`src/rtl/inst_fetch_unit.sv`:
```
// Instruction fetch unit: owns the PC, issues one imem request at a time, and buffers words for decode.
// Handles redirects and HALT. Define FETCH_NOP_SQUASH_EN to keep NOP words out of the buffer.
module inst_fetch_unit #(
   parameter int              IW       = 16,
   parameter int              AW       = 16,
   parameter logic [AW-1:0]   RESET_PC = '0,
   parameter int              DEPTH    = 2
) (
   input  logic          clk,
   input  logic          rst_n,
   output logic          imem_req,
   output logic [AW-1:0] imem_addr,
   input  logic          imem_rvalid,
   input  logic [IW-1:0] imem_rdata,
   output logic          inst_valid,
   input  logic          inst_ready,
   output logic [IW-1:0] inst_data,
   output logic [3:0]    inst_opcode,
   output logic [AW-1:0] inst_pc,
   input  logic          redirect_valid,
   input  logic [AW-1:0] redirect_pc,
   input  logic          resume,
   output logic          halted
);

   localparam int PTR_W = (DEPTH > 1) ? $clog2(DEPTH) : 1;
   localparam int CNT_W = PTR_W + 1;
   localparam logic [CNT_W-1:0] FULL = CNT_W'(DEPTH);

   localparam logic [1:0] ST_RUN    = 2'd0;
   localparam logic [1:0] ST_WAIT   = 2'd1;
   localparam logic [1:0] ST_DROP   = 2'd2;
   localparam logic [1:0] ST_HALTED = 2'd3;

   localparam logic [3:0] OP_NOP  = 4'b0000;
   localparam logic [3:0] OP_HALT = 4'b0001;

   typedef struct packed {
      logic [AW-1:0] pc;
      logic [IW-1:0] word;
   } entry_t;

   logic [1:0]       state, state_d;
   logic [AW-1:0]    pc, pc_d;
   logic [PTR_W-1:0] rd_ptr, wr_ptr;
   logic [CNT_W-1:0] count;
   logic             push, pop, outstanding;
   logic [3:0]       rdata_op;
   logic             squash;
   entry_t           buf_mem [DEPTH];
   entry_t           head;

   assign rdata_op    = imem_rdata[IW-1:IW-4];
   assign outstanding = (state == ST_WAIT) || (state == ST_DROP);

`ifdef FETCH_NOP_SQUASH_EN
   assign squash = (rdata_op == OP_NOP);
`else
   assign squash = 1'b0;
`endif

   always_comb begin
      // NOTE: combinational blocks use blocking '=' with a default for every output first, so no latch is inferred.
      state_d = state;
      pc_d    = pc;
      push    = 1'b0;
      case (state)
         ST_RUN: begin
            if (count < FULL) state_d = ST_WAIT;
         end
         ST_WAIT: begin
            if (imem_rvalid) begin
               pc_d    = pc + AW'(1);
               push    = !squash;
               state_d = (rdata_op == OP_HALT) ? ST_HALTED : ST_RUN;
            end
         end
         ST_DROP: begin
            if (imem_rvalid) state_d = ST_RUN;
         end
         ST_HALTED: begin
            if (resume) state_d = ST_RUN;
         end
         default: state_d = ST_RUN;
      endcase
      // A redirect overrides everything; a response already in flight must be swallowed in DROP.
      if (redirect_valid) begin
         pc_d    = redirect_pc;
         push    = 1'b0;
         state_d = (outstanding && !imem_rvalid) ? ST_DROP : ST_RUN;
      end
   end

   assign pop = inst_valid && inst_ready && !redirect_valid;

   // NOTE: sequential state uses non-blocking '<=' so every flop samples pre-edge values.
   always_ff @(posedge clk or negedge rst_n) begin
      if (!rst_n) begin
         state <= ST_RUN;
         pc    <= RESET_PC;
      end else begin
         state <= state_d;
         pc    <= pc_d;
      end
   end

   always_ff @(posedge clk or negedge rst_n) begin
      if (!rst_n) begin
         rd_ptr <= '0;
         wr_ptr <= '0;
         count  <= '0;
      end else if (redirect_valid) begin
         rd_ptr <= '0;
         wr_ptr <= '0;
         count  <= '0;
      end else begin
         if (push) wr_ptr <= wr_ptr + PTR_W'(1);
         if (pop)  rd_ptr <= rd_ptr + PTR_W'(1);
         if (push && !pop)      count <= count + CNT_W'(1);
         else if (pop && !push) count <= count - CNT_W'(1);
      end
   end

   // NOTE: buffer storage is not reset; validity comes from count, and the outputs are zeroed while empty.
   always_ff @(posedge clk) begin
      if (push) buf_mem[wr_ptr] <= '{pc: pc, word: imem_rdata};
   end

   assign head        = buf_mem[rd_ptr];
   assign inst_valid  = (count != '0);
   assign inst_data   = inst_valid ? head.word : '0;
   assign inst_pc     = inst_valid ? head.pc : '0;
   assign inst_opcode = inst_data[IW-1:IW-4];

   assign imem_req  = (state == ST_WAIT);
   assign imem_addr = pc;
   assign halted    = (state == ST_HALTED);

endmodule

```
`config.mk`:
```
export PLATFORM = sky130hd
export DESIGN_NAME = inst_fetch_unit
export DESIGN_NICKNAME = d
export VERILOG_FILES = /design/src/rtl/inst_fetch_unit.sv
export SDC_FILE = /design/constraint.sdc
export NUM_CORES = 1
export LEC_CHECK = 0
export CORE_MARGIN = 2
export CORE_UTILIZATION = 38
export CTS_CLUSTER_DIAMETER = 120
export DETAILED_ROUTE_END_ITERATION = 8
export PLACE_DENSITY = 0.62
export RECOVER_POWER = 100
export SLEW_MARGIN = 5
export SYNTH_ARGS = -nofsm -noshare
export SYNTH_HDL_FRONTEND = slang
export SYNTH_SLANG_ARGS = --single-unit
```
`constraint.sdc`:
```
create_clock -name clk -period 4.8 [get_ports clk]
set_input_delay 0.96 -clock clk [delete_from_list [all_inputs] [get_ports clk]]
set_output_delay 0.96 -clock clk [all_outputs]
set_load 0.01 [all_outputs]
```
# Word level (Yosys, flattened, before mapping)
# Memories as Yosys holds them, arrays and structs flattened.
# Index checks and enable logic that the tools add are counted.
word_totals:
  mem_bits_rw: 64
  memories: 1
  input_bits: 38
  register_bits: 22
  word_cells: 64
memory_table:
  columns: ["name", "depth", "width", "read_ports", "rd_ports_with_merged_regs", "write_ports", "line_no", "text"]
  rows:
  - ["buf_mem", 2, 32, 1, 0, 1, "50", "entry_t buf_mem [DEPTH];"]
op_classes:
  n_addsub: 5
  reduce_logical: 19
  n_eq_ne: 8
  muxes: 25
  magnitude_cmp: 1
ops:
  columns: ["op", "n"]
  rows:
  - ["16-bit two-way mux", 5]
  - ["2-bit two-way mux", 10]
  - ["16-bit by 1-bit adder with 16-bit output (second input constant)", 1]
  - ["2-bit nonzero test", 5]
  - ["1-bit two-way mux", 9]
  - ["3-bit inequality test (second input constant)", 3]
  - ["2-bit case mux with 4 select lines", 1]
  - ["1-bit logical AND", 5]
  - ["2-bit == test (second input constant)", 2]
  - ["4-bit by 1-bit == test with 1-bit output (second input constant)", 1]
  - ["1-bit zero test", 4]
  - ["4-bit AND reduction", 1]
  - ["3-bit by 1-bit inequality test with 1-bit output (second input constant)", 1]
  - ["3-bit nonzero test", 1]
  - ["1-bit adder (second input constant)", 2]
  - ["2-bit by 1-bit adder with 2-bit output (second input constant)", 1]
  - ["2-bit by 1-bit == test with 1-bit output (second input constant)", 1]
  - ["2-bit zero test", 1]
  - ["2-bit < comparator (second input constant)", 1]
  - ["2-bit AND reduction", 1]
  - ["2-bit by 1-bit subtractor with 2-bit output (second input constant)", 1]
  - ["1-bit logical OR", 1]

# Longest topological paths before layout
logic_depth:
  word_depth: 8
  ltp_mapped: 7
  ltp_nobuf: 6

# Worst setup path before layout
# OpenSTA, ideal clock, no wires.
synth_path:
  path_kind: "input to register"
  from: "in redirect_valid"
  to: "mem buf_mem[1][0] (netlist bit) (enable)"
  n_path_buf: 2
  t_arrival_ns: 3.763
  setup_time_ns: 0.468
  setup_slack_ns: 0.569
  stages: 3
  path_cell_list: "clkbuf_1 > clkbuf_1 > nor3b_1"
synth_between:
  elab_chain_cells: 3
synth_rtl:
  columns: ["element", "line_no", "text"]
  rows:
  - ["start: declaration", "20", "input logic redirect_valid,"]
  - ["1-bit two-way mux", "87", "if (redirect_valid) begin"]
  - ["1-bit two-way mux", "126", "if (push) buf_mem[wr_ptr] <= '{pc: pc, word: imem_rdata};"]
  - ["1-bit two-way mux (not written as such)", "126", null]
  - ["end: declaration", "50", null]
# No other way between the ends.

# Worst setup path after layout
layout_path:
  from: "in redirect_valid"
  to: "mem buf_mem[1][8] (netlist bit) (enable)"
# The elaborated chain is that of the path after synthesis.

==> summary.txt <==
Floorplanning
  – Starting Density: 0.388
  – FP Rows: 36
  – Io pins: 93
  – Die area: 10,700 um^2
  – Core Footprint: 9680 um^2
  – Chip height: 103 um
  – Die X: 103 um

Critical path
  – WP data arrival: 3.82 ns
  – Reg2reg start: state[1]
  – CP required: 4.77 ns
  – CP startpoint kind: primary input
  – Reg2Reg Setup Slack: 2.13 ns
  – Worst Reg-to-Reg Cells: 5
  – Critical R2R Capture: buf_mem[1][8]
  – Critical Path Sink Type: flop
  – Crit-path max FO: 46
  – Worst setup path class: primary input to flop

Synth
  – Post-synthesis async set-or-reset flop share: 0.256
  – Syn nets: 328
  – Yosys top cell area share: 0.511
  – Top FF cell, synth: edfxtp_1
  – Post-synth top cells: edfxtp_1 (64), nor2_1 (38), mux2i_1 (36), nand2_1 (23), dfrtp_1 (22)
  – EDFF count, synth: 64
  – Largest cells by area after synthesis: edfxtp_1 (51%), dfrtp_1 (15%), mux2i_1 (9.6%)
  – Synthesis Warnings: 0
  – Post-synthesis register bit count: 86
  – Synth Area per Inst: 13.2 um^2
  – Unique cell type count in the Yosys netlist: 35
  – Synth Cell Area: 3760 um^2
  – Cell taking the most area after synthesis: edfxtp_1
  – Synth Instances: 285
  – Register area share after synthesis: 0.658
  – Top-count cell post-synth: edfxtp_1

Detailed routing
  – 1st-iter DRT viols: 49
  – Detail Route Antenna Nets: 0
  – Final WL: 7.53 mm
  – DR pass1 iterations: 4
  – Wire length per cell: 14.7 um
  – DRC: 0
  – Vias per Instance: 4.72
  – Vias post-DR: 2,420

Power
  – Pwr per Cell Area: 342 nW/um^2
  – Peak supply drop: 0.000120 V
  – Leakage: 0.00178 uW

STA
  – Fin. Hold Viols: 0
  – Setup-failing EPs final: 0
  – Final critical-path share of the clock period: 0.801
  – Worst slew pin tran: 1.71 ns
  – Top achievable clock speed: 260 MHz
  – Hold Slack: 0.540 ns
  – Slew HR: -0.140
  – Setup_tns: 0 ns
  – Fin crit period: 3.85 ns
  – Final Max Tran Viols: 47
  – Worst Skew: 0.00635 ns
  – RSZ-0062 raised after global routing: no

Min path
  – Critical hold path startpoint: imem_addr[15]
  – WHS Endpoint: buf_mem[1][31]
  – Min-Delay Path Depth: 0
  – Min-Delay Path Class: flop to flop

Placement
  – PortBufs: 92
  – Gp weighted congestion: 0.738
  – Detailed placer's ending HPWL: 5.17 mm

Layout
  – N_diodes: 0
  – Post-layout nets: 418
  – Share of post-route cells with drive strength above 1: 0.0579
  – Area growth, synth to finish: 32.1%
  – Fillers: 864

Global routing
  – GRT Total Usage: 0.150
  – First-pass GRT wire length: 11.8 mm
  – Largest net degree at the start of global routing: 47
  – Initial antenna violation count: 0
  – Vias in the first global route: 2,394
  – Gr ovfl total: 0

Clocking
  – Post_cts resized: 0
  – Hold_buf cts: 0
  – Clock root buffer: clkbuf_8
  – TritonCTS Sinks: 86
  – Post-CTS Repair Setup Buffers: 0
  – Clk_lat worst skew: 0.34 ns
  – H-tree depth: 3
  – Clock-pin slew on the worst setup and hold paths: 0.08 ns
  – TritonCTS buffer count: 9
  – Max clock buf depth: 2
  – CTS tree: done

Run status
  – Failing checks: max-capacitance violations, max-slew violations
  – Outcome: finished, violations left

Run
  – MaxCap Viol Count: 1
==> metrics by stage <==
step	cell area [um^2]	worst slack, ns	util	power [uW]	std cells
2_1_floorplan	3760	0.569	-	1070	285
3_3_place_gp	4810	1.86	0.496	1260	497
3_5_place_dp	4810	1.81	0.496	1260	497
4_1_cts	5000	1.48	0.516	1750	513
5_1_grt	4970	0.715	0.513	1790	513
6_report	4970	0.954	0.513	1700	513
==> layout by cell type, fill, tap and decap left out, types with 2 or more instances in the layout <==
cell type	n
nand4_1	4
nor3_1	9
o21ai_0	13
nand2_1	23
a21oi_1	3
xnor2_1	11
inv_1	6
nand2b_1	2
dfrtp_1	21
edfxtp_1	64
clkinv_1	2
clkdlybuf4s50_1	20
clkbuf_1	2
clkbuf_8	9
xor2_1	4
dlygate4sd3_1	72
nand3_1	5
mux2i_1	36
ha_1	5
nor3b_1	4
nor2b_1	4
clkinvlp_4	2
nor2_1	38
a22oi_1	4
clkbuf_2	2
==> routing by layer <==
layer / routed length [um] / up-vias / global-route usage / part of all wire
met4: 100 / 0 / 0.0648 / 0.013
li1: - / 1196 / - / -
met5: 0 / - / 0 / 0
met2: 3670 / 73 / 0.245 / 0.49
met3: 370 / 9 / 0.0289 / 0.049
met1: 3390 / 1142 / 0.196 / 0.45
==> how the worst max path moves through the flow <==
stage / from / end / slack (ns)
after global placement: redirect_valid / buf_mem[0][0] / 1.86
after global routing: redirect_valid / buf_mem[0][15] / 0.72
after detailed placement: redirect_valid / buf_mem[0][14] / 1.81
final: redirect_valid / buf_mem[1][8] / 0.95
after floorplan: redirect_valid / buf_mem[1][0] / 0.57
after CTS: rd_ptr / inst_pc[5] / 1.48
==> cell type report <==
class | count | area (um^2) | share of cell area
Sequential cell | 86 | 2470 | 0.498
Multi-Input combinational cell | 176 | 1170 | 0.236
Timing Repair Buffer | 96 | 942 | 0.190
Clock buffer | 10 | 128 | 0.0257
Tap cell | 133 | 166 | 0.0335
Clock inverter | 6 | 61.3 | 0.0123
Inverter | 6 | 22.5 | 0.00454
==> worst max-delay path, cell delays in order <==
cell and delay [ns]:
dlygate4sd3_1 0.53, clkbuf_1 0.66, nor3b_1 0.94, clkbuf_2 0.70
==> cell families (layout without fill, tap and decap cells) <==
group                      count (synthesis)  count (layout)  synth area share
AOI/OAI and AO/OA                         22              22            0.0346
xor gates and xnor gates                  15              15            0.0349
adders and majority gates                  5               5            0.0166
buffers and inverters                     23             118            0.0283
DFF                                       86              86             0.658
muxes                                     36              36            0.0958
and+or+nand+nor                           98              98             0.132
==> sequential cells by signal (all words and copies together) (netlist names) <==
register	cells
state	2
count	2
imem_addr	16
buf_mem	64
rd_ptr	1
wr_ptr	1
==> power breakdown <==
group / switching, uW / internal [uW] / leakage (uW)
combinational: 147 / 170 / 0.000848
clock: 248 / 239 / 0.0000880
sequential: 55.9 / 838 / 0.000847
total: 451 / 1250 / 0.00178
Note: power is estimated with default switching activity, not from simulation.
